### config.mk
export PLATFORM = sky130hd
export DESIGN_NAME = ahb_lite_master_flat
export DESIGN_NICKNAME = d
export VERILOG_FILES = /design/src/rtl/ahb_lite_pkg.sv /design/src/rtl/ahb_lite_master_if.sv /design/src/rtl/ahb_lane_steer.sv /design/src/rtl/ahb_lite_master.sv /design/src/flat_wrapper.sv
export SDC_FILE = /design/constraint.sdc
export NUM_CORES = 1
export LEC_CHECK = 0
export CAP_MARGIN = 20
export CORE_MARGIN = 4
export CORE_UTILIZATION = 30
export DETAILED_ROUTE_END_ITERATION = 16
export RECOVER_POWER = 50
export SYNTH_ARGS = -nofsm -noshare
export SYNTH_HDL_FRONTEND = slang
export SYNTH_SLANG_ARGS = --single-unit
### constraint.sdc
create_clock -name HCLK -period 2.05 [get_ports HCLK]
set_clock_uncertainty 0.1 [all_clocks]
set_input_delay 0.41 -clock HCLK [delete_from_list [all_inputs] [get_ports HCLK]]
set_output_delay 0.41 -clock HCLK [all_outputs]
set_load 0.02 [all_outputs]
### src/rtl/ahb_lite_pkg.sv
// Shared AHB-Lite encodings and payload types for bus initiators and their helpers.
package ahb_lite_pkg;

  localparam int unsigned ADDR_W = 32;
  localparam int unsigned DATA_W = 32;

  localparam logic [1:0] HTRANS_IDLE   = 2'b00;
  localparam logic [1:0] HTRANS_NONSEQ = 2'b10;

  localparam logic [2:0] HSIZE_BYTE = 3'b000;
  localparam logic [2:0] HSIZE_HALF = 3'b001;
  localparam logic [2:0] HSIZE_WORD = 3'b010;

  localparam logic [2:0] HBURST_SINGLE = 3'b000;

  localparam logic HRESP_OKAY  = 1'b0;
  localparam logic HRESP_ERROR = 1'b1;

  // What the data phase needs to remember about the transfer it is finishing.
  typedef struct packed {
    logic       write;
    logic [2:0] size;
    logic [1:0] addr_lo;
  } dphase_t;

  typedef enum logic [1:0] {
    ERR_IDLE,
    ERR_CYC2,
    ERR_CYC2_ABT,
    ERR_ABORT
  } err_state_e;

endpackage

### src/rtl/ahb_lite_master_if.sv
// AHB-Lite bus signal bundle between one initiator and the slave-side fabric.
interface ahb_lite_master_if;
  import ahb_lite_pkg::*;

  logic [ADDR_W-1:0] HADDR;
  logic [1:0]        HTRANS;
  logic              HWRITE;
  logic [2:0]        HSIZE;
  logic [2:0]        HBURST;
  logic [3:0]        HPROT;
  logic [DATA_W-1:0] HWDATA;
  logic [DATA_W-1:0] HRDATA;
  logic              HREADY;
  logic              HRESP;

  modport master (
    output HADDR, HTRANS, HWRITE, HSIZE, HBURST, HPROT, HWDATA,
    input  HRDATA, HREADY, HRESP
  );

  modport slave (
    input  HADDR, HTRANS, HWRITE, HSIZE, HBURST, HPROT, HWDATA,
    output HRDATA, HREADY, HRESP
  );

endinterface

### src/rtl/ahb_lane_steer.sv
// Byte-lane steering: replicate narrow write data across lanes, pull narrow read data down.
module ahb_lane_steer
  import ahb_lite_pkg::*;
(
  input  logic [2:0]        wr_size,
  input  logic [DATA_W-1:0] wr_data,
  output logic [DATA_W-1:0] wr_data_rep_c,
  input  logic [2:0]        rd_size,
  input  logic [1:0]        rd_addr_lo,
  input  logic [DATA_W-1:0] rd_bus,
  output logic [DATA_W-1:0] rd_data_c
);

  logic [7:0]  rd_byte;
  logic [15:0] rd_half;

  always_comb begin
    wr_data_rep_c = wr_data;
    case (wr_size)
      HSIZE_BYTE: wr_data_rep_c = {4{wr_data[7:0]}};
      HSIZE_HALF: wr_data_rep_c = {2{wr_data[15:0]}};
      default:    wr_data_rep_c = wr_data;
    endcase
  end

  // Lane select follows the little-endian AHB byte-lane mapping.
  always_comb begin
    rd_byte = rd_bus[7:0];
    case (rd_addr_lo)
      2'd1:    rd_byte = rd_bus[15:8];
      2'd2:    rd_byte = rd_bus[23:16];
      2'd3:    rd_byte = rd_bus[31:24];
      default: rd_byte = rd_bus[7:0];
    endcase
    rd_half = rd_addr_lo[1] ? rd_bus[31:16] : rd_bus[15:0];

    rd_data_c = rd_bus;
    case (rd_size)
      HSIZE_BYTE: rd_data_c = DATA_W'(rd_byte);
      HSIZE_HALF: rd_data_c = DATA_W'(rd_half);
      default:    rd_data_c = rd_bus;
    endcase
  end

endmodule

### src/rtl/ahb_lite_master.sv
// Single-transfer AHB-Lite initiator: valid/ready commands in, pipelined NONSEQ SINGLE
// transfers on the bus, one in-order response per command out.
module ahb_lite_master
  import ahb_lite_pkg::*;
#(
  parameter logic [3:0] HPROT_VAL = 4'b0011
) (
  input  logic              HCLK,
  input  logic              HRESETn,
  input  logic              cmd_valid,
  output logic              cmd_ready,
  input  logic              cmd_write,
  input  logic [ADDR_W-1:0] cmd_addr,
  input  logic [2:0]        cmd_size,
  input  logic [DATA_W-1:0] cmd_wdata,
  output logic              rsp_valid,
  output logic [DATA_W-1:0] rsp_rdata,
  output logic              rsp_err,
  output logic              rsp_abort,
  ahb_lite_master_if.master bus
);

  logic [1:0]        htrans_q;
  logic [ADDR_W-1:0] haddr_q;
  logic              hwrite_q;
  logic [2:0]        hsize_q;
  logic [DATA_W-1:0] hwdata_q;
  logic [DATA_W-1:0] ap_wdata_q;
  logic              dp_valid_q;
  dphase_t           dp_q;
  err_state_e        err_state_q;
  err_state_e        err_state_d;

  logic              err_cyc1;
  logic              accept_c;
  logic              ap_nonseq_c;
  logic              err_start_c;
  logic              emit_abort_c;
  logic [DATA_W-1:0] wr_rep_c;
  logic [DATA_W-1:0] rd_ext_c;

  ahb_lane_steer u_steer (
    .wr_size       (hsize_q),
    .wr_data       (ap_wdata_q),
    .wr_data_rep_c (wr_rep_c),
    .rd_size       (dp_q.size),
    .rd_addr_lo    (dp_q.addr_lo),
    .rd_bus        (bus.HRDATA),
    .rd_data_c     (rd_ext_c)
  );

  assign ap_nonseq_c = (htrans_q == HTRANS_NONSEQ);
  assign err_cyc1    = (err_state_q == ERR_CYC2) || (err_state_q == ERR_CYC2_ABT);
  assign cmd_ready   = bus.HREADY & ~err_cyc1;
  assign accept_c    = cmd_valid & cmd_ready;
  assign err_start_c = dp_valid_q & (bus.HRESP == HRESP_ERROR) & ~bus.HREADY
                     & (err_state_q == ERR_IDLE);

  // Error sequencing: wait out the second ERROR cycle, then release a cancelled command's response.
  always_comb begin
    err_state_d  = err_state_q;
    emit_abort_c = 1'b0;
    case (err_state_q)
      ERR_IDLE: begin
        if (err_start_c) err_state_d = ap_nonseq_c ? ERR_CYC2_ABT : ERR_CYC2;
      end
      ERR_CYC2: begin
        if (bus.HREADY) err_state_d = ERR_IDLE;
      end
      ERR_CYC2_ABT: begin
        if (bus.HREADY) err_state_d = ERR_ABORT;
      end
      ERR_ABORT: begin
        emit_abort_c = 1'b1;
        err_state_d  = ERR_IDLE;
      end
      default: err_state_d = ERR_IDLE;
    endcase
  end

  always_ff @(posedge HCLK or negedge HRESETn) begin
    if (!HRESETn) err_state_q <= ERR_IDLE;
    else          err_state_q <= err_state_d;
  end

  // Address phase, data phase and response pipeline; everything advances on HREADY.
  always_ff @(posedge HCLK or negedge HRESETn) begin
    if (!HRESETn) begin
      htrans_q   <= HTRANS_IDLE;
      haddr_q    <= '0;
      hwrite_q   <= 1'b0;
      hsize_q    <= '0;
      hwdata_q   <= '0;
      ap_wdata_q <= '0;
      dp_valid_q <= 1'b0;
      dp_q       <= '0;
      rsp_valid  <= 1'b0;
      rsp_rdata  <= '0;
      rsp_err    <= 1'b0;
      rsp_abort  <= 1'b0;
    end else begin
      rsp_valid <= 1'b0;
      if (bus.HREADY) begin
        if (accept_c) begin
          htrans_q   <= HTRANS_NONSEQ;
          haddr_q    <= cmd_addr;
          hwrite_q   <= cmd_write;
          hsize_q    <= cmd_size;
          ap_wdata_q <= cmd_wdata;
        end else begin
          htrans_q <= HTRANS_IDLE;
        end

        dp_valid_q <= ap_nonseq_c;
        if (ap_nonseq_c) begin
          dp_q <= '{write: hwrite_q, size: hsize_q, addr_lo: haddr_q[1:0]};
          if (hwrite_q) hwdata_q <= wr_rep_c;
        end

        if (dp_valid_q) begin
          rsp_valid <= 1'b1;
          rsp_err   <= (bus.HRESP == HRESP_ERROR);
          rsp_abort <= 1'b0;
          rsp_rdata <= dp_q.write ? '0 : rd_ext_c;
        end
      end else if (err_start_c && ap_nonseq_c) begin
        // First ERROR cycle: withdraw the queued address phase so it never reaches the slave.
        htrans_q <= HTRANS_IDLE;
      end

      if (emit_abort_c) begin
        rsp_valid <= 1'b1;
        rsp_err   <= 1'b1;
        rsp_abort <= 1'b1;
        rsp_rdata <= '0;
      end
    end
  end

  assign bus.HADDR  = haddr_q;
  assign bus.HTRANS = htrans_q;
  assign bus.HWRITE = hwrite_q;
  assign bus.HSIZE  = hsize_q;
  assign bus.HBURST = HBURST_SINGLE;
  assign bus.HPROT  = HPROT_VAL;
  assign bus.HWDATA = hwdata_q;

endmodule

### src/flat_wrapper.sv
// flat-port wrapper written by rule: the top's interface ports become plain ports
module ahb_lite_master_flat import ahb_lite_pkg::*;
#(
  parameter logic [3:0] HPROT_VAL = 4'b0011
)
  (HCLK, HRESETn, cmd_valid, cmd_ready, cmd_write, cmd_addr, cmd_size, cmd_wdata, rsp_valid, rsp_rdata, rsp_err, rsp_abort, bus_HADDR, bus_HTRANS, bus_HWRITE, bus_HSIZE, bus_HBURST, bus_HPROT, bus_HWDATA, bus_HRDATA, bus_HREADY, bus_HRESP);
  ahb_lite_master_if bus_i ();
  input  logic HCLK;
  input  logic HRESETn;
  input  logic cmd_valid;
  output logic cmd_ready;
  input  logic cmd_write;
  input  logic [ADDR_W-1:0] cmd_addr;
  input  logic [2:0] cmd_size;
  input  logic [DATA_W-1:0] cmd_wdata;
  output logic rsp_valid;
  output logic [DATA_W-1:0] rsp_rdata;
  output logic rsp_err;
  output logic rsp_abort;
  output wire logic [$bits(bus_i.HADDR)-1:0] bus_HADDR;
  output wire logic [$bits(bus_i.HTRANS)-1:0] bus_HTRANS;
  output wire logic [$bits(bus_i.HWRITE)-1:0] bus_HWRITE;
  output wire logic [$bits(bus_i.HSIZE)-1:0] bus_HSIZE;
  output wire logic [$bits(bus_i.HBURST)-1:0] bus_HBURST;
  output wire logic [$bits(bus_i.HPROT)-1:0] bus_HPROT;
  output wire logic [$bits(bus_i.HWDATA)-1:0] bus_HWDATA;
  input wire logic [$bits(bus_i.HRDATA)-1:0] bus_HRDATA;
  input wire logic [$bits(bus_i.HREADY)-1:0] bus_HREADY;
  input wire logic [$bits(bus_i.HRESP)-1:0] bus_HRESP;
  assign bus_HADDR = bus_i.HADDR;
  assign bus_HTRANS = bus_i.HTRANS;
  assign bus_HWRITE = bus_i.HWRITE;
  assign bus_HSIZE = bus_i.HSIZE;
  assign bus_HBURST = bus_i.HBURST;
  assign bus_HPROT = bus_i.HPROT;
  assign bus_HWDATA = bus_i.HWDATA;
  assign bus_i.HRDATA = bus_HRDATA;
  assign bus_i.HREADY = bus_HREADY;
  assign bus_i.HRESP = bus_HRESP;
  ahb_lite_master #(.HPROT_VAL(HPROT_VAL)) u_core (.HCLK(HCLK), .HRESETn(HRESETn), .cmd_valid(cmd_valid), .cmd_ready(cmd_ready), .cmd_write(cmd_write), .cmd_addr(cmd_addr), .cmd_size(cmd_size), .cmd_wdata(cmd_wdata), .rsp_valid(rsp_valid), .rsp_rdata(rsp_rdata), .rsp_err(rsp_err), .rsp_abort(rsp_abort), .bus(bus_i));
endmodule
* Word level (Yosys, flattened, before mapping)
Cells that the tools add are included.
** Word-level totals
- Bits in registers :: 146
- Input port bits :: 105
- Logic and storage cells :: 73
** Operators by class
- Eq/ne operators :: 12
- Mux-type cells :: 26
- Bitwise operators :: 7
- Reductions and logical operators :: 13
** Operators by type and width (number)
- 2-to-1 mux 32 bit :: 4
- one-hot mux 32 bit (2 select lines) :: 2
- one-hot mux 8 bit (3 select lines) :: 1
- 2-to-1 mux 16 bit :: 1
- 2-to-1 mux 2 bit :: 7
- equality test 2 bit, second input constant :: 5
- 2-to-1 mux 1 bit :: 10
- one-hot mux 2 bit (4 select lines) :: 1
- equality test 3 x 1 -> 1 bit, second input constant :: 2
- zero test 3 bit :: 2
- AND reduction 2 bit :: 3
- AND reduction 3 bit :: 2
- nonzero test 2 bit :: 3
- AND 1 bit :: 5
- equality test 2 x 1 -> 1 bit, second input constant :: 2
- inequality test 2 bit, second input constant :: 2
- zero test 2 bit :: 1
- inequality test 2 x 1 -> 1 bit, second input constant :: 1
- inverter 1 bit :: 2
- logical AND 1 bit :: 1
- logical OR 1 bit :: 1

* Logic depth before layout (Yosys ltp)
Gate-level depths: netlist of the first run.
- Depth after elaboration :: 7
- Depth in mapped cells :: 7
- Mapped depth without buffers :: 6

* Cells and area by module
Synthesis of the first run repeated with hierarchy kept, for this count alone.
** Second synthesis, totals
- Cells, all modules :: 495
- Area total of the unflattened synthesis :: 6747.7 µm²
** Modules (own cells, without submodules)
- ahb_lite_master :: times used 1, cells each 343, area an instance 5531.6 µm²
- ahb_lane_steer :: times used 1, cells each 152, area an instance 1216.2 µm²

* Least setup slack after synthesis of the first run
Ideal clock, no wire load.
- Path type :: register to register
- Start point :: register u_core.err_state_q[0]
- End point :: register u_core.haddr_q[24], in the netlist u_core.bus.HADDR[24]
- Arrival :: 1.680 ns
- Slack :: 0.145 ns
- Stages on the path, launching flop included :: 8
- Buffers on the path :: 2
- Clock period less this slack :: 1.905 ns
- Cells stage by stage :: dfrtp_1 > inv_1 > ha_1 > and2b_1 > nand2_2 > buf_6 > buf_6 > mux2_2
** On the way
- Longest elaborated chain between the ends :: 6
** Ends and longest elaborated chain
- start, declared :: line ahb_lite_master.sv:31 : err_state_e err_state_q;
- start signal, assigned :: line ahb_lite_master.sv:83 : else err_state_q <= err_state_d;
- equality test 2 x 1 -> 1 bit or equality test 2 bit (tied branches) :: line ahb_lite_master.sv:53 : assign err_cyc1 = (err_state_q == ERR_CYC2) || (err_state_q == ERR_CYC2_ABT);
- logical OR 1 bit (*) :: line ahb_lite_master.sv:53
- inverter 1 bit (*) :: line ahb_lite_master.sv:54 : assign cmd_ready = bus.HREADY & ~err_cyc1;
- AND 1 bit (*) :: line ahb_lite_master.sv:54
- named net cmd_ready :: line flat_wrapper.sv:11 : output logic cmd_ready;
- AND 1 bit (*) :: line ahb_lite_master.sv:55 : assign accept_c = cmd_valid & cmd_ready;
- AND reduction 2 bit (no source line) (*)
- end signal, assigned :: line ahb_lite_master.sv:106 : haddr_q <= cmd_addr;
- end, declared :: line ahb_lite_master.sv:24 : logic [ADDR_W-1:0] haddr_q;
Mark *: on every way through the listed nets, which the timed path passes. The rest lies on a longest branch.
A chain may end at the register's enable or synchronous reset.

* Final worst setup path of the first run
- Start point :: register u_core.err_state_q[1]
- End point :: output port cmd_ready
** On the way
- Longest elaborated chain between the ends :: 4
** Ends and longest elaborated chain (line)
- equality test 2 x 1 -> 1 bit or equality test 2 bit (tied branches) :: ahb_lite_master.sv:53
- logical OR 1 bit (*) :: ahb_lite_master.sv:53
- inverter 1 bit (*) :: ahb_lite_master.sv:54
- AND 1 bit (*) :: ahb_lite_master.sv:54
- end, declared :: flat_wrapper.sv:11
Mark *: on every way between the ends. The rest lies on a longest branch, timed or not.

==> flow_summary.ini, run 1 <==
[yosys]
synthDistinctLibCells = 37
netlist_instances = 480
synth_area_mm2 = 0.00617
avgSynthCellArea_um2 = 12.9
ys.warnings.count = 0
synth-edff-count = 0
yosysSeqAreaShare_pct = 58.8
dominantRegCellSynth = dfrtp_1
synth_seq_cells = 145
ys_async_sr_fraction_pct = 100

[timing]
slew_headroom_pct = 40.1
drv_slew = 0
max_freq_mhz = 512
setup_slack_ps = 96.9
worst_pin_slew_ps = 899
hold_viol = 0
min_period_over_period_pct = 95.3
setup_viol = 0
fin_crit_ps = 1950
rsz0062_at_grt = false

[worst_setup_path]
critical-path-top-delay-family = flip-flops
max_stage_delay_ps = 390
path_cells = inv_2 -> ha_4 -> and2b_1 -> buf_6
cp-end-kind = primary output
worst-path-buf-inv = 2
cp.arrival_ps = 1440
crit_required_ps = 1540
startpoint_type = register
slowest_stage = dfrtp_1
path_class = reg -> out
cp_max_fo = 2

[routing]
drt_iter0_drc = 214
post-route-drc-count = 0
vias = 4552
drt-wirelength-per-cell_um = 17.2
ant_nets = 0
viasPerCell = 4.58
wirelength_um = 17100
dr.pass1.iters = 4

[cells_and_area]
nFillCells = 1852
area_growth_pct = 50.5
fin_nets = 821
antenna_cells = 0
final_util_pct = 45.9
final_area_mm2 = 0.00929
drive_above_1_share_pct = 23.3

[power]
ir_worst_vdd_v = 0.000714
p_per_area_mw_per_mm2 = 1620
power_leakage_uw = 0.00398

[place]
gp_congestion = 0.798
place_ws_ps = -138
placed_cell_area_mm2 = 0.00873
io_buffers = 209
dp_hpwl_um = 12800

[clocking]
cts_tree = yes
numCtsBuffers = 17
root_buffer = clkbuf_16
htreeDepth = 4
cts_sinks = 145
path_clk_slew_ps = 60
clockBufferDepth = 2
clk-insertion-delay-late_ps = 420

[job]
drv_cap = 0

[floorplanning]
dieArea_mm2 = 0.0229
core_area_mm2 = 0.0202
die-width_um = 151
start_util_pct = 30.5
pin_count = 218
die_h_um = 151
fp-row-count = 52

[grt]
overflow = 0
grt_max_degree = 42
grt_pass1_wl_um = 26100
antenna_found_initial = 1
grt_use_total_pct = 14.8
grt_pass1_vias = 4870

[run_status]
status = finished, final reports clean

[min_path]
hold_path_class = reg -> reg
## tightest hold or removal path, stage by stage (launching register included)
cell     delay [ps]
dfrtp_1         350
nand2_1          50
o21ai_0          60
## stage by stage
stage	hold slack, ps	TNS (ps)	std cells	power [µW]
after global placement	222	-780	960	11900
final	383	0	994	15100
after CTS	346	0	993	15300
after global routing	411	0	994	16000
after detailed placement	226	-2650	960	12100
after floorplan	14.4	0	486	8760
## placed cells by master, fill, tap and decap left out, types with 3 or more instances in the layout
cell type        count
clkbuf_1             9
mux2_2              91
bufinv_16            3
nor2_1              10
clkbuf_4             3
o221ai_1             8
buf_4               13
nand2_1             57
conb_1               8
clkdlybuf4s50_1    203
clkinvlp_4           3
inv_1                3
dfrtp_1            145
a21boi_0             3
a31oi_1              3
buf_12               4
inv_6                3
dlygate4sd2_1        3
o21ai_0             51
mux2i_1             29
a22o_2              10
clkbuf_2             3
ha_1                 4
a22o_1               6
clkbuf_16           17
## worst paths after layout
check	cells after the start	to	from	slack, ps
setup / recovery	4	cmd_ready	u_core.err_state_q[1]	100
hold / removal	2	u_core.rsp_rdata[13]	u_core.rsp_rdata[13]	380
setup reg to reg	7	u_core.bus.HADDR[8]	u_core.err_state_q[0]	100
hold reg to reg	2	u_core.rsp_rdata[13]	u_core.rsp_rdata[13]	380
max in group asynchronous	3	u_core.bus.HADDR[27]	HRESETn	330
min in group asynchronous	2	u_core.ap_wdata_q[16]	HRESETn	540
## flip-flops by register name, summed over array words and instances (netlist names)
name / count
u_core.ap_wdata_q: 32
u_core.bus.HADDR: 32
u_core.bus.HSIZE: 3
u_core.bus.HTRANS: 1
u_core.bus.HWDATA: 32
u_core.bus.HWRITE: 1
u_core.dp_q: 6
u_core.dp_valid_q: 1
u_core.err_state_q: 2
u_core.rsp_abort: 1
u_core.rsp_err: 1
u_core.rsp_rdata: 32
u_core.rsp_valid: 1
## kinds of logic after synthesis
group / Yosys count / share of synthesized area, %
buf+inv: 38 / 3.49
other cells: 2 / 0.122
mux: 120 / 21.3
simple gates: 83 / 6.12
fa+ha+maj: 5 / 1.01
compound gates: 87 / 9.16
flops: 145 / 58.8
## what timing repair did
| action | CTS | global route |
|---|---|---|
| hold buffers | 1 | 0 |
| endpoints found under the hold margin | 30 | 0 |
| gates resized for setup | 9 | 5 |
| gates cloned | 0 | 0 |
| setup endpoints to repair | 4 | 2 |
| setup buffers | 0 | 1 |
| pin swaps | 0 | 1 |
## cells in the mapped netlist (5+ instances only)
library cell  count  share of area (%)
dfrtp_1         145                 59
mux2_2           91                 17
nand2_1          57                3.5
o21ai_0          50                4.1
mux2i_1          29                4.7
a22o_2           10                1.6
buf_2            10               0.81
buf_4            10                1.2
clkbuf_1         10               0.61
nor2_1           10               0.61
o221ai_1          8                1.1
a22o_1            6               0.85
ha_1              5                1.0
inv_1             5               0.30
## routing by layer
metal  track usage [%]  vias up  wire (µm)
met5                 0        -         13
met4              4.08        2        254
met3              6.40       22       1550
met2              24.0      154       8310
met1              18.1     2234       6940
li1                  -     2140          -
## report_power, final
group	internal (µW)	switching, µW	total [µW]
Combinational	3480	3200	6680
Sequential	4250	968	5220
Clock	1960	1210	3170
Total	9690	5380	15100
## final cells by class
| class | count | area (µm²) | area share (%) |
|---|---|---|---|
| clock inverters | 11 | 153 | 1.64 |
| clock buffers | 21 | 450 | 4.85 |
| multi-input cells | 303 | 2370 | 25.5 |
| well taps | 270 | 338 | 3.64 |
| inverters | 5 | 18.8 | 0.202 |
| flip-flops and latches | 145 | 3630 | 39.1 |
| repair buffers | 239 | 2330 | 25.1 |
(Power assumes the default switching activity.)
==> run 2, diff against run 1 <==
CORE_MARGIN = not set   (was 4)
==> flow_summary.ini, run 2 (same netlist as run 1, synthesis figures left out) <==
[run_status]
status = finished, final reports clean

[grt]
grt_pass1_vias = 4776
grt_use_total_pct = 16.1
grt_pass1_wl_um = 26200
grt_max_degree = 56
overflow = 0
antenna_found_initial = 0

[clocking]
htreeDepth = 4
cts_sinks = 145
path_clk_slew_ps = 50
cts_tree = yes
root_buffer = clkbuf_16
numCtsBuffers = 17
clockBufferDepth = 2
clk-insertion-delay-late_ps = 410

[place]
gp_congestion = 0.782
io_buffers = 209
dp_hpwl_um = 12000
place_ws_ps = -94.0

[worst_setup_path]
slowest_stage = clkdlybuf4s50_1
crit_required_ps = 1540
max_stage_delay_ps = 660
cp-end-kind = primary output
cp_max_fo = 3
worst-path-buf-inv = 1
path_cells = clkdlybuf4s50_1
r2r_cells = 7
r2r-start = u_core.err_state_q[0]
cp.depth = 1
startpoint_type = register
critical-path-top-delay-family = buffers and inverters
worstSetupStartpoint = u_core.bus.HSIZE[0]
cp.arrival_ps = 1480
path_class = reg -> out

[cells_and_area]
final_cell_mix = 203 x clkdlybuf4s50_1, 145 x dfrtp_1, 91 x mux2_2
fin_nets = 820
drive_above_1_share_pct = 23.1
area_growth_pct = 51.9
multi_input_area_mm2 = 0.00237
final_common_cell = clkdlybuf4s50_1
regArea_mm2 = 0.00363
nFillCells = 1791
antenna_cells = 0

[timing]
hold_ws_ps = 382
slew_headroom_pct = 24.6
max_freq_mhz = 502
setup_slack_ps = 59.0
drv_slew = 0
worst_pin_slew_ps = 1130
hold_viol = 0
min_period_over_period_pct = 97.1
final.setup.tns_ps = 0
setup_viol = 0
fin_crit_ps = 1990
rsz0062_at_grt = false

[routing]
viasPerCell = 4.57
drt-wirelength-per-cell_um = 16.6
drt_iter0_drc = 170
dr.pass1.iters = 4
wirelength_um = 16500
vias = 4538
post-route-drc-count = 0
ant_nets = 0

[power]
power_frac_seq_pct = 34.0
power_leakage_uw = 0.00402
p_per_area_mw_per_mm2 = 1640
power_frac_comb_pct = 43.7
clockPowerShare_pct = 22.3
p_int_uw = 10000
ir_worst_vdd_v = 0.000814
switching_power_uw = 5330
p_sw_share_pct = 34.7

[floorplanning]
die-width_um = 145
die_h_um = 145
start_util_pct = 30.6
fp-row-count = 52
dieArea_mm2 = 0.0212
core_area_mm2 = 0.0202
pin_count = 218

[job]
drv_cap = 0

[min_path]
hold_path_class = reg -> reg
hold_depth = 2
worstHoldStart = u_core.bus.HWDATA[27]
run 2: final cells by class:
cell class / instances / share of cell area [%]
sequential: 145 / 38.7
multi-input combinational: 303 / 25.3
timing repair buffer: 238 / 25.3
clock buffer: 24 / 5.03
tap: 270 / 3.60
clock inverter: 8 / 1.87
inverter: 5 / 0.200
run 2: worst reg2reg max path: stages, from the launching register on:
cell and delay [ps]:
dfrtp_1 390, inv_2 70, ha_4 260, and2b_1 190
buf_4 140, nand2_4 110, buf_12 200, mux2_2 370
run 2: layer usage:
metal  GRT usage (%)  part of all wire, %
met4            4.58                  1.1
met1            19.7                   42
met5               0                    0
met3            6.05                  7.5
met2            26.5                   49
run 2: timing repair:
item	in CTS	in global routing
buffers inserted	0	1
endpoints found under the hold margin	40	0
hold buffers	1	0
pin swaps	0	1
gates resized for setup	8	4
setup endpoints to repair	4	2
run 2: final timing paths:
path	to	slack, ps
setup reg to reg	u_core.bus.HADDR[14]	100
min in group asynchronous	u_core.ap_wdata_q[8]	650
hold reg to reg	u_core.bus.HWDATA[27]	380
hold / removal	u_core.bus.HWDATA[27]	380
setup / recovery	bus_HSIZE[0]	60
max in group asynchronous	u_core.ap_wdata_q[30]	300
run 2: power by group through the flow:
stage / clock network [µW] / logic (µW) / registers, µW
6_report: 3410 / 6710 / 5220
5_1_grt: 3630 / 7190 / 5400
4_1_cts: 3500 / 6800 / 5220
3_5_place_dp: 0 / 6800 / 5240
3_3_place_gp: 0 / 6690 / 5190
2_1_floorplan: 0 / 2550 / 6210
run 2: stage by stage:
step	cell area (µm²)	power, µW	std cells	util, %
finish	9380	15300	993	46.5
global route	9380	16200	993	46.5
CTS	9400	15500	992	46.6
detailed placement	8750	12000	959	43.4
global placement	8750	11900	959	43.4
floorplan	6190	8760	486	-
==> run 3, diff against run 2 <==
CTS_CLUSTER_SIZE = 30   (was not set)
GPL_TIMING_DRIVEN = 0   (was not set)
==> flow_summary.ini, run 3 (same netlist as run 1, synthesis figures left out) <==
[run_status]
status = finished, violations left
violations = setup timing

[timing]
slew_headroom_pct = 31.2
fin_crit_ps = 2060
setup_viol = 1
worst_pin_slew_ps = 1030
setup_slack_ps = -12.4
hold_ws_ps = 192
min_period_over_period_pct = 101
rsz0062_at_grt = true
max_freq_mhz = 485
final.setup.tns_ps = -12.4
drv_slew = 0
hold_viol = 0

[job]
drv_cap = 0

[routing]
drt_iter0_drc = 139
wirelength_um = 17300
dr.pass1.iters = 4
post-route-drc-count = 0
vias = 4688
ant_nets = 0
viasPerCell = 4.68
drt-wirelength-per-cell_um = 17.3

[cells_and_area]
nFillCells = 1850
antenna_cells = 0
fin_nets = 829
final_cell_mix = 203 x clkdlybuf4s50_1, 144 x dfrtp_1, 91 x mux2_2
drive_above_1_share_pct = 24.5
final_common_cell = clkdlybuf4s50_1
final_area_mm2 = 0.00928
area_growth_pct = 50.4

[place]
dp_hpwl_um = 12600
io_buffers = 208
gp_congestion = 0.798
placed_cell_area_mm2 = 0.00864

[worst_setup_path]
startpoint_type = register
crit_required_ps = 1540
path_class = reg -> out
cp.arrival_ps = 1550
cp_max_fo = 4
cp-end-kind = primary output

[clocking]
root_buffer = clkbuf_16
numCtsBuffers = 17
cts_tree = yes
clk-insertion-delay-late_ps = 420
htreeDepth = 4
path_clk_slew_ps = 60
cts_sinks = 145
clockBufferDepth = 2

[grt]
grt_use_total_pct = 16.8
grt_pass1_vias = 4954
antenna_found_initial = 0
overflow = 0
grt_max_degree = 76
grt_pass1_wl_um = 27100

[floorplanning]
pin_count = 218
dieArea_mm2 = 0.0212
fp-row-count = 52
core_area_mm2 = 0.0202
start_util_pct = 30.6
die-width_um = 145
die_h_um = 145

[power]
power_leakage_uw = 0.00398
p_per_area_mw_per_mm2 = 1600
ir_worst_vdd_v = 0.000862
p_total_uw = 14900

[min_path]
hold_path_class = in -> reg
run 3: changes by cell type in the layout (fill, tap and decap cells not counted), sizes merged:
| cell | before | now |
|---|---|---|
| buf | 20 | 28 |
| clkinv | 1 | 7 |
| bufinv | 5 | 1 |
| clkbuf | 34 | 30 |
| inv | 6 | 8 |
| clkinvlp | 1 | 2 |
| dlygate4sd3 | 2 | 1 |
run 3: where the power goes:
group / internal (µW) / leakage, µW / switching (µW) / total (µW)
clock: 1690 / 0.000272 / 1240 / 2940
sequential: 4250 / 0.00179 / 960 / 5210
combinational: 3470 / 0.00192 / 3250 / 6720
run 3: routing by layer:
metal | vias to the layer above | part of all wire [%] | track usage (%)
met4 | 0 | 1.0 | 5.21
met2 | 163 | 50 | 28.4
li1 | 2159 | - | -
met3 | 16 | 8.2 | 6.68
met1 | 2350 | 40 | 19.4
met5 | - | 0 | 0
run 3: final timing paths:
| kind | start | slack [ps] | endpoint | cells past startpoint |
|---|---|---|---|---|
| min | bus_HREADY | 190 | u_core.dp_valid_q | 2 |
| max | u_core.err_state_q[1] | -10 | cmd_ready | 4 |
| min in group asynchronous | HRESETn | 620 | u_core.bus.HWDATA[21] | 2 |
| max in group asynchronous | HRESETn | 310 | u_core.bus.HADDR[15] | 3 |
| max reg2reg | u_core.err_state_q[1] | 70 | u_core.ap_wdata_q[17] | 7 |
| min reg2reg | u_core.bus.HWDATA[12] | 370 | u_core.bus.HWDATA[12] | 2 |
run 3: area by class of cell:
cell class / count / area [µm²] / area share [%]
sequential: 145 / 3630 / 39.1
inverter: 5 / 18.8 / 0.202
tap: 270 / 338 / 3.64
multi-input combinational: 303 / 2380 / 25.6
clock inverter: 13 / 110 / 1.19
buffer: 33 / 215 / 2.32
clock buffer: 18 / 439 / 4.73
timing repair buffer: 214 / 2150 / 23.2
run 3: through the flow:
stage / std cells / worst slack, ps / util, %
floorplan: 486 / 145 / -
global placement: 964 / -5290 / 42.7
detailed placement: 965 / -99.4 / 42.9
CTS: 997 / -96.4 / 45.7
global route: 1001 / -52.4 / 46.0
finish: 1001 / -12.4 / 46.0
run 3: critical path, stage by stage, from the launching register on:
cell	delay, ps
dfrtp_1	410
inv_2	90
ha_4	260
and2b_2	240
buf_6	140
run 3: what timing repair did:
item	CTS	global route
buffers inserted	0	4
hold endpoints to repair	70	0
setup endpoints to repair	59	78
pin swaps	0	3
resized for setup	14	13
hold buffers	1	0
